## src/rtl/kyber_pkg.sv

```systemverilog
// Purpose: shared constants and types for the Kyber modular-multiplier slice.
//   KYBER_W   coefficient width (Q < 2**W)
//   KYBER_Q   Kyber modulus
//   BARRETT_M floor(2**BARRETT_K / KYBER_Q)
//   BARRETT_K Barrett shift
package kyber_pkg;
    localparam int KYBER_W   = 12;
    localparam int KYBER_Q   = 3329;
    localparam int BARRETT_M = 5039;
    localparam int BARRETT_K = 24;

    typedef logic [KYBER_W-1:0]   coeff_t;
    typedef logic [2*KYBER_W-1:0] prod_t;
endpackage

```

## src/rtl/kyber_barrett_comb.sv

```systemverilog
// Purpose: combinational Barrett reduction of a 2W-bit product to a W-bit residue.
// Ports:
//   p_i  in  2W  product, expected < Q*Q for an exact residue
//   r_o  out W   p_i mod Q when p_i < Q*Q; otherwise some value < 2**W
module kyber_barrett_comb
    import kyber_pkg::*;
#(
    parameter int W     = KYBER_W,
    parameter int Q     = KYBER_Q,
    parameter int BAR_M = BARRETT_M,
    parameter int BAR_K = BARRETT_K
) (
    input  logic [2*W-1:0] p_i,
    output logic [W-1:0]   r_o
);
    // Wide enough for p * BAR_M without overflow (BAR_M < 2**13).
    localparam int XW = 2 * W + 14;
    localparam logic [W:0] Q_X = (W + 1)'(Q);

    logic [XW-1:0] p_x;
    logic [XW-1:0] pm;
    logic [XW-1:0] t;
    logic [XW-1:0] tq;
    logic [W:0]    r0;

    assign p_x = XW'(p_i);
    assign pm  = p_x * XW'(BAR_M);
    assign t   = pm >> BAR_K;
    assign tq  = t * XW'(Q);
    // For p < Q*Q the estimate t is short by at most one, so r0 < 2Q fits W+1 bits.
    assign r0  = (W + 1)'(p_x - tq);
    assign r_o = W'((r0 >= Q_X) ? (r0 - Q_X) : r0);
endmodule

```

## src/rtl/kyber_modmul_pipe.sv

```systemverilog
// Purpose: 3-stage streaming a*b mod Q with optional burst accumulation.
// Ports:
//   clk_i, rst_i               clock (rising) and async active-high reset
//   in_valid_i / in_ready_o    operand handshake; a_i, b_i, acc_i, last_i travel with it
//   out_valid_o / out_ready_i  result handshake; result_o < 2**W always
//   range_err_o                sticky flag: an accepted operand was >= Q
// Handshake: a transfer happens on a rising edge where valid & ready are both high.
//   A producer holds its payload while valid & !ready. One enable (en) advances every
//   stage together, so a stalled output freezes the whole pipe and nothing is lost.
module kyber_modmul_pipe
    import kyber_pkg::*;
#(
    parameter int W     = KYBER_W,
    parameter int Q     = KYBER_Q,
    parameter int BAR_M = BARRETT_M,
    parameter int BAR_K = BARRETT_K
) (
    input  logic         clk_i,
    input  logic         rst_i,
    input  logic         in_valid_i,
    output logic         in_ready_o,
    input  logic [W-1:0] a_i,
    input  logic [W-1:0] b_i,
    input  logic         acc_i,
    input  logic         last_i,
    output logic         out_valid_o,
    input  logic         out_ready_i,
    output logic [W-1:0] result_o,
    output logic         range_err_o
);
    localparam logic [W-1:0] Q_C = W'(Q);
    localparam logic [W:0]   Q_X = (W + 1)'(Q);

    // S1: registered operands
    logic           v1_q, v1_d;
    logic [W-1:0]   a1_q, a1_d, b1_q, b1_d;
    logic           acc1_q, acc1_d, last1_q, last1_d;
    // S2: registered product
    logic           v2_q, v2_d;
    logic [2*W-1:0] p2_q, p2_d;
    logic           acc2_q, acc2_d, last2_q, last2_d;
    // S3: output register, running sum, error flag
    logic           out_valid_q, out_valid_d;
    logic [W-1:0]   result_q, result_d;
    logic [W-1:0]   acc_sum_q, acc_sum_d;
    logic           range_err_q, range_err_d;

    logic           en;
    logic [W-1:0]   r;
    logic [W:0]     sum_full;
    logic [W-1:0]   sum_mod;

    assign en = !out_valid_q || out_ready_i;

    kyber_barrett_comb #(
        .W     (W),
        .Q     (Q),
        .BAR_M (BAR_M),
        .BAR_K (BAR_K)
    ) u_barrett (
        .p_i (p2_q),
        .r_o (r)
    );

    // Modular add of the running sum and the new residue; one subtract suffices
    // since both terms are < Q for in-range operands.
    assign sum_full = {1'b0, acc_sum_q} + {1'b0, r};
    assign sum_mod  = W'((sum_full >= Q_X) ? (sum_full - Q_X) : sum_full);

    always_comb begin
        v1_d        = v1_q;
        a1_d        = a1_q;
        b1_d        = b1_q;
        acc1_d      = acc1_q;
        last1_d     = last1_q;
        v2_d        = v2_q;
        p2_d        = p2_q;
        acc2_d      = acc2_q;
        last2_d     = last2_q;
        out_valid_d = out_valid_q;
        result_d    = result_q;
        acc_sum_d   = acc_sum_q;
        range_err_d = range_err_q;

        if (in_valid_i && en && ((a_i >= Q_C) || (b_i >= Q_C))) begin
            range_err_d = 1'b1;
        end

        if (en) begin
            v1_d    = in_valid_i;
            a1_d    = a_i;
            b1_d    = b_i;
            acc1_d  = acc_i;
            last1_d = last_i;

            v2_d    = v1_q;
            p2_d    = {{W{1'b0}}, a1_q} * {{W{1'b0}}, b1_q};
            acc2_d  = acc1_q;
            last2_d = last1_q;

            // Non-final burst terms only update the sum and produce no output beat.
            out_valid_d = v2_q && (!acc2_q || last2_q);
            if (v2_q) begin
                if (!acc2_q) begin
                    result_d = r;
                end else if (last2_q) begin
                    result_d  = sum_mod;
                    acc_sum_d = '0;
                end else begin
                    acc_sum_d = sum_mod;
                end
            end
        end
    end

    always_ff @(posedge clk_i or posedge rst_i) begin
        if (rst_i) begin
            v1_q        <= 1'b0;
            a1_q        <= '0;
            b1_q        <= '0;
            acc1_q      <= 1'b0;
            last1_q     <= 1'b0;
            v2_q        <= 1'b0;
            p2_q        <= '0;
            acc2_q      <= 1'b0;
            last2_q     <= 1'b0;
            out_valid_q <= 1'b0;
            result_q    <= '0;
            acc_sum_q   <= '0;
            range_err_q <= 1'b0;
        end else begin
            v1_q        <= v1_d;
            a1_q        <= a1_d;
            b1_q        <= b1_d;
            acc1_q      <= acc1_d;
            last1_q     <= last1_d;
            v2_q        <= v2_d;
            p2_q        <= p2_d;
            acc2_q      <= acc2_d;
            last2_q     <= last2_d;
            out_valid_q <= out_valid_d;
            result_q    <= result_d;
            acc_sum_q   <= acc_sum_d;
            range_err_q <= range_err_d;
        end
    end

    assign in_ready_o  = en;
    assign out_valid_o = out_valid_q;
    assign result_o    = result_q;
    assign range_err_o = range_err_q;
endmodule

```

## config.mk

```make
export PLATFORM = sky130hd
export DESIGN_NAME = kyber_modmul_pipe
export DESIGN_NICKNAME = d
export VERILOG_FILES = /design/src/rtl/kyber_pkg.sv /design/src/rtl/kyber_barrett_comb.sv /design/src/rtl/kyber_modmul_pipe.sv
export SDC_FILE = /design/constraint.sdc
export NUM_CORES = 1
export LEC_CHECK = 0
export CORE_MARGIN = 2
export CORE_UTILIZATION = 55
export DETAILED_ROUTE_END_ITERATION = 8
export PLACE_DENSITY_LB_ADDON = 0.25
export SETUP_SLACK_MARGIN = 0.5
export SLEW_MARGIN = 20
export SYNTH_ARGS = -nofsm -noshare
export SYNTH_HDL_FRONTEND = slang
export SYNTH_HIERARCHICAL = 1
export SYNTH_SLANG_ARGS = --single-unit
```

## constraint.sdc

```tcl
create_clock -name clk_i -period 25 [get_ports clk_i]
set_clock_uncertainty 0.05 [all_clocks]
set_input_delay 2.5 -clock clk_i [delete_from_list [all_inputs] [get_ports clk_i]]
set_output_delay 2.5 -clock clk_i [all_outputs]
set_load 0.005 [all_outputs]
```

# Yosys cells after proc, flatten, opt, wreduce, memory -nomap -nowiden
# Cells that the tools add are included.
[classes] n_mux=5 multipliers=3 reduce_logical=10 n_eq_ne=1 magnitude_cmp=4 addsub=4
[ops] operator="$mux 12" n=5
[ops] operator="$mul 24x13->37 const B" n=1
[ops] operator="$ge 13x12->1 const B" n=2
[ops] operator="$ge 12x12->1 const B" n=2
[ops] operator="$mul 12x12->24" n=1
[ops] operator="$sub 12x12->12 const B" n=2
[ops] operator="$mul 14x12->13 const B" n=1
[ops] operator="$add 12x12->13" n=1
[ops] operator="$sub 13x13->13" n=1
[ops] operator="$reduce_and 3->1" n=2
[ops] operator="$logic_and 1x1->1" n=3
[ops] operator="$logic_or 1x1->1" n=3
[ops] operator="$logic_not 1->1" n=2
[ops] operator="$ne 2x1->1 const B" n=1
[word_totals] out_inout_bits=15 wordCells=40 ff_bits=80 input_bits=30

# Longest topological paths before layout
# Gate-level depths: netlist of run 1.
[depth] word_depth=10 depth_mapped=51 ltp_nobuf=48

# Cells and area by module
# Netlist of run 1, hierarchy kept.
[modules_own_cells] module="kyber_modmul_pipe" cells_each=1041 instances=1 area_per_inst_um2=8977.4 seq_area_each_um2=2001.9
[modules_own_cells] module="kyber_barrett_comb" cells_each=682 instances=1 area_per_inst_um2=6683.9 seq_area_each_um2=0.0

# Worst setup path before layout of run 1
# Ideal clock, no wire load.
[synth_path] kind="reg2reg" startpoint="register p2_q[8]" endpoint="register result_q[2] (netlist: result_o[2])" path_buffers=2 path_stages_with_launch=47 setup_ns=0.069 slack_ns=13.742 t_arrival_ns=11.140 required_ns=24.881 period_less_slack_ns=11.258 cell_sequence="dfrtp_1 fa_1 fa_1 fa_1 fa_1 inv_1 fa_1 inv_1 ha_1 and3_1 a31oi_1 nand3_1 o21ai_0 a21oi_1 o21a_1 nor2_1 xnor2_1 ha_1 [... 11 more ...] nand3b_1 o21ai_0 a211oi_1 buf_2 nor2_1 xnor2_1 ha_1 fa_1 a21o_1 nand3b_1 a21oi_1 a31oi_1 o41a_1 o32ai_4 nand2_4 buf_6 a2111o_1 nand3_1"
[synth_between] elab_chain_cells=10 word_cells_on_any_way=12 classes_between="4 x add/sub; 2 x mul; 2 x order compare; 4 x mux"
[synth_rtl] element="from (decl)" line="kyber_modmul_pipe.sv:40" source="logic [2*W-1:0] p2_q, p2_d;"
[synth_rtl] element="from (signal assigned)" line="kyber_modmul_pipe.sv:138" source="p2_q <= p2_d;"
[synth_rtl] element="$mul 24x13->37" line="kyber_barrett_comb.sv:27" source="assign pm = p_x * XW'(BAR_M);"
[synth_rtl] element="$mul 14x12->13" line="kyber_barrett_comb.sv:29" source="assign tq = t * XW'(Q);"
[synth_rtl] element="$sub 13x13->13 (*)" line="kyber_barrett_comb.sv:31" source="assign r0 = (W + 1)'(p_x - tq);"
[synth_rtl] element="$sub 12x12->12 or $ge 13x12->1 (tied branches)" line="kyber_barrett_comb.sv:32" source="assign r_o = W'((r0 >= Q_X) ? (r0 - Q_X) : r0);"
[synth_rtl] element="$mux 12 (*)" line="kyber_barrett_comb.sv:32"
[synth_rtl] element="named net r[0]" line="kyber_modmul_pipe.sv:49" source="logic [W-1:0] r;"
[synth_rtl] element="$add 12x12->13 (*)" line="kyber_modmul_pipe.sv:67" source="assign sum_full = {1'b0, acc_sum_q} + {1'b0, r};"
[synth_rtl] element="$sub 12x12->12 or $ge 13x12->1 (tied branches)" line="kyber_modmul_pipe.sv:68" source="assign sum_mod = W'((sum_full >= Q_X) ? (sum_full - Q_X) : sum_full);"
[synth_rtl] element="$mux 12 (*)" line="kyber_modmul_pipe.sv:68"
[synth_rtl] element="$mux 12 (*)" line="kyber_modmul_pipe.sv:106" source="end else if (last2_q) begin"
[synth_rtl] element="$mux 12 (*)" line="kyber_modmul_pipe.sv:104" source="if (!acc2_q) begin"
[synth_rtl] element="to (signal assigned)" line="kyber_modmul_pipe.sv:142" source="result_q <= result_d;"
[synth_rtl] element="to (decl)" line="kyber_modmul_pipe.sv:44" source="logic [W-1:0] result_q, result_d;"
# The timed path passes the listed nets; every way through them passes the cells marked *. The select of a mux whose other input is x is not followed.
# A chain may end at the register's enable or synchronous reset.

# Final worst setup path of run 1
[layout_path] startpoint="register p2_q[8]" endpoint="register result_q[6] (netlist: result_o[6])"
# Same word-level chain as after synthesis.

==> results of run 1 <==
-- placed cells by master, fill, tap and decap left out, types with 6 or more instances in the layout --
cell / Yosys / final
inv_1: 330 / 329
nand2_1: 257 / 257
fa_1: 233 / 233
ha_1: 233 / 233
dfrtp_1: 80 / 80
nor2_1: 66 / 66
a21oi_1: 61 / 61
and2_1: 60 / 60
xnor2_1: 47 / 47
o21ai_0: 46 / 46
clkdlybuf4s50_1: 0 / 44
xor2_1: 26 / 26
and3_1: 18 / 18
nand3_1: 15 / 15
nor3_1: 15 / 15
a21o_1: 13 / 13
o21a_1: 12 / 12
mux2i_1: 10 / 10
clkbuf_16: 0 / 9
nand2b_1: 8 / 8
a31oi_1: 8 / 8
nand4_1: 8 / 8
o211ai_1: 7 / 7
o31ai_1: 6 / 6
-- final cells by class --
cell class	instances	area, sq um	area share
Timing Repair Buffer	49	481.7	0.02883
Multi-Input combinational cell	1261	12210	0.7304
Sequential cell	80	2002	0.1198
Clock buffer	9	225.2	0.01348
Clock inverter	7	80.08	0.004792
Tap cell	378	473.0	0.02830
Inverter	331	1244	0.07442
-- worst max path at each step --
stage               startpoint  depth (start not counted)     endpoint
finish                 p2_q[8]                         45  result_o[6]
global route           p2_q[8]                         45  result_o[6]
CTS                    p2_q[8]                         45  result_o[6]
detailed placement     p2_q[8]                         45  result_o[6]
global placement       p2_q[8]                         45  result_o[6]
floorplan              p2_q[8]                         46  result_o[2]
-- layer usage --
| layer | up-vias | routed length (um) | GRT usage |
|---|---|---|---|
| met5 | - | 0 | 0 |
| met4 | 0 | 986 | 0.08086 |
| met3 | 77 | 1954 | 0.03320 |
| met2 | 343 | 16980 | 0.4289 |
| met1 | 5694 | 15960 | 0.3419 |
| li1 | 5517 | - | - |
-- flip-flops by register name, summed over array words and instances (netlist names) --
| register | flops |
|---|---|
| v2_q | 1 |
| p2_q | 24 |
| out_valid_o | 1 |
| acc_sum_q | 12 |
| range_err_o | 1 |
| acc2_q | 1 |
| acc1_q | 1 |
| b1_q | 12 |
| last2_q | 1 |
| result_o | 12 |
| a1_q | 12 |
| last1_q | 1 |
| v1_q | 1 |
-- metrics by stage --
step                        util  std cells  hold WS [ps]  setup WS [ps]  cell area, sq um
final                     0.5982       2115         414.9          11940             16710
after global routing      0.5982       2115         449.8          11210             16710
after CTS                 0.5981       2115         417.8          12050             16710
after detailed placement  0.5872       2099         407.5          12080             16400
after global placement    0.5872       2099         398.7          12320             16400
after floorplan                -       1723         388.6          13740             15660
-- cell families (layout without fill, tap and decap cells) --
kind of cell	after synthesis	after routing
adder cells (fa/ha/maj)	466	466
AND/OR/NAND/NOR	484	484
XOR/XNOR	76	76
AO/OA/AOI/OAI	221	221
multiplexers	14	14
flip-flops	80	80
buffers and inverters	382	396
==> results.ini, run 1 <==
[status]
status = finished, final reports clean

[worst_setup_path]
rr_startpoint = p2_q[8]
critPathMostFrequentCell = fa_1
worstRegToRegCells = 45
cp_max_fo = 13
worst_path_max_delay_cell = dfrtp_1
cp.required_ps = 25190
r2r_end = result_o[6]
crit_path_end_kind = flip-flop
reg2reg_slack_ps = 11940
arrival_ps = 13250
crit_path_start_kind = flip-flop
path_class = flip-flop to flip-flop
worst-path-buf-inv = 5
critPathMaxStageDelay_ps = 660
crit_family = adder cells

[yosys]
netlist_instances = 1723
syn-cell-area_sq_um = 15660
synth_top_family_by_area = adder cells
yosys_warnings = 6
synth-simple-area-share = 0.1428
syn_avg_cell_area_sq_um = 9.090
yosysMostFrequentCell = inv_1
ys_seq_elements = 80
synthFlopType = dfrtp_1
yosys.area_share.adder = 0.4840
async_flop_share = 1.000
synth_area_leader_cell = fa_1
synth_common_cells = inv_1 (330), nand2_1 (257), fa_1 (233), ha_1 (233), dfrtp_1 (80)
syn_nets = 2219
synthMuxAreaShare = 0.009267
synth_area_leaders = fa_1 (30%), ha_1 (19%), dfrtp_1 (13%), inv_1 (7.9%), nand2_1 (6.2%)
synth-xor-area-share = 0.04442
synth_compound_area_frac = 0.09843
ys_seq_area_frac = 0.1278
yosysUniqueCellTypes = 83
synth_top_area_frac = 0.2978
synth-edff-count = 0

[floorplanning]
coreArea_sq_um = 27930
io_pins = 45
dieHeight_um = 172.7
die_w_um = 172.7
die_area_sq_um = 29840
start_util = 0.5606
rows = 61

[sta]
max_clock_freq_mhz = 76.56
final-hold-violation-count = 0
worstMarginPinSlew_ps = 844.1
tns_ps = 0
relSlewSlack = 0.4357
period_needed_ps = 13060
fin_crit_sh = 0.5224
rsz0062_at_grt = false
drv_slew = 0
setup_viol = 0

[layout]
drive_gt1_frac = 0.03800
area_growth_pct = 6.703
diodes = 0
n_fill_cell = 2492
num-nets-final = 2228

[flow_run]
drv_cap = 0

[grt]
grt_max_degree = 81
antenna_found_initial = 0
grt_pass1_vias = 12450
grt-ovfl-total = 0
grtUsageTotal = 0.2541
grt_pass1_wl_um = 61520

[placement]
gp_congestion = 0.9599
io_buffers = 44
dp_hpwl_um = 29200

[drt]
post_drt_wl_per_cell_um = 16.96
via_per_inst = 5.499
vias = 11630
drc = 0
drt_iter0_drc = 701
ant_nets = 0
dr.pass1.iters = 5
wl_um = 35880

[hold_path]
hold-path-endpoint = range_err_o
hold_depth = 1
min_from = range_err_o
hp-class = flip-flop to flip-flop

[clocking]
clockBufferDepth = 2
path_clk_slew_ps = 70
cts_tree = yes
insertion_delay_ps = 350
clock-sinks = 80
cts-root-buf = clkbuf_16
cts_setup_buffers = 0
post_cts_resized = 0
cts_buffers = 9
ctsHtreeMaxLevel = 3
postCtsHoldBufs = 0

Power of run 1 is left out: the tool's default activity adds up to more than one toggle a clock period on the data nets, which glitch-free logic cannot reach.
==> run 2, diff against run 1 <==
clock period = 13.66 ns   (was 25 ns; I/O delays follow)
==> results.ini, run 2 (same netlist as run 1, synthesis figures left out) <==
[status]
status = finished, final reports clean

[worst_setup_path]
worst_path_max_delay_cell = fa_1
r2r_end = result_o[6]
reg2reg_slack_ps = 1280
critPathMaxStageDelay_ps = 630
crit_path_start_kind = flip-flop
rr_startpoint = p2_q[8]
critPathMostFrequentCell = fa_1
path_class = flip-flop to flip-flop
crit_family = adder cells
worstRegToRegCells = 44
crit_path_end_kind = flip-flop
arrival_ps = 12560
cp.required_ps = 13850
worst-path-buf-inv = 4
cp_max_fo = 13

[layout]
final_common_cell = inv_1
fin_area_sq_um = 16730
area_growth_pct = 6.839
largest_reg_flops = 24
largest-register = p2_q
final_cell_mix = inv_1 (329), nand2_1 (257), fa_1 (233), ha_1 (233), dfrtp_1 (70)
num-nets-final = 2229
diodes = 0
n_fill_cell = 2447
finalNonFillerCells = 2116
final_core_util = 0.5990
drive_gt1_frac = 0.04545

[floorplanning]
start_util = 0.5606
io_pins = 45
die_area_sq_um = 29840
dieHeight_um = 172.7
die_w_um = 172.7
coreArea_sq_um = 27930
rows = 61

[sta]
final-hold-violation-count = 0
max_clock_freq_mhz = 80.80
tns_ps = 0
relSlewSlack = 0.4333
rsz0062_at_grt = false
drv_slew = 0
fin_crit_sh = 0.9060
setup_viol = 0
worstMarginPinSlew_ps = 847.6
period_needed_ps = 12380

[placement]
placed_cell_area_sq_um = 16410
io_buffers = 44
gp_congestion = 0.9589
dp_hpwl_um = 29290
dp.cells = 2100

[clocking]
path_clk_slew_ps = 60
insertion_delay_ps = 350
cts_buffers = 9
clockBufferDepth = 2
cts_tree = yes
cts-root-buf = clkbuf_16
ctsHtreeMaxLevel = 3
clock-sinks = 80
cts_setup_buffers = 0

[grt]
antenna_found_initial = 0
grt-ovfl-total = 0
grt_pass1_vias = 12450
grt_pass1_wl_um = 61940
grt_max_degree = 81
grtUsageTotal = 0.2552

[flow_run]
drv_cap = 0

[hold_path]
hold-path-endpoint = range_err_o
hp-class = flip-flop to flip-flop
min_from = range_err_o
hold_depth = 1

[drt]
via_per_inst = 5.469
drc = 0
drt_iter0_drc = 639
dr.pass1.iters = 5
vias = 11570
post_drt_wl_per_cell_um = 17.09
wl_um = 36160
ant_nets = 0

run 2: cell count changes in the layout (fill, tap and decap cells not counted), sizes merged:
cell / delta
clkbuf: +3
clkinvlp: -2
buf: +1
bufinv: -1
clkinv: +1
inv: -1
run 2: how the worst max path moves through the flow:
stage,startpoint,endpoint,slack (ps),depth (start not counted)
after floorplan,p2_q[8],result_o[2],2400,46
after global placement,p2_q[8],result_o[6],1000,45
after detailed placement,p2_q[8],result_o[6],810,45
after CTS,p2_q[8],result_o[6],780,45
after global routing,p2_q[12],result_o[6],480,44
final,p2_q[8],result_o[6],1280,44
run 2: through the flow:
stage          hold WS [ps]  setup slack, ps
6_report              418.5             1283
5_1_grt               450.4            479.8
4_1_cts               417.9            784.5
3_5_place_dp          407.3            807.5
3_3_place_gp          398.7             1004
2_1_floorplan         388.6             2402
run 2: final cells by class:
cell class / count / area [sq um] / share of cell area
well taps: 378 / 473.0 / 0.02827
flip-flops and latches: 80 / 2014 / 0.1204
repair buffers: 50 / 489.2 / 0.02924
clock buffers: 12 / 256.5 / 0.01533
multi-input cells: 1261 / 12230 / 0.7308
inverters: 331 / 1244 / 0.07433
clock inverters: 4 / 27.53 / 0.001645
run 2: layer usage:
layer / part of all wire / routed length [um] / track usage
met4: 0.022 / 784 / 0.07345
met1: 0.45 / 16170 / 0.3472
met2: 0.48 / 17450 / 0.4356
met3: 0.049 / 1758 / 0.02617
met5: 0 / 0 / 0
run 2: repair_timing:
item	in CTS	in global routing
hold buffers	0	0
resized for setup	0	17
setup endpoints to repair	0	24
Power of run 2 is left out for the same reason.
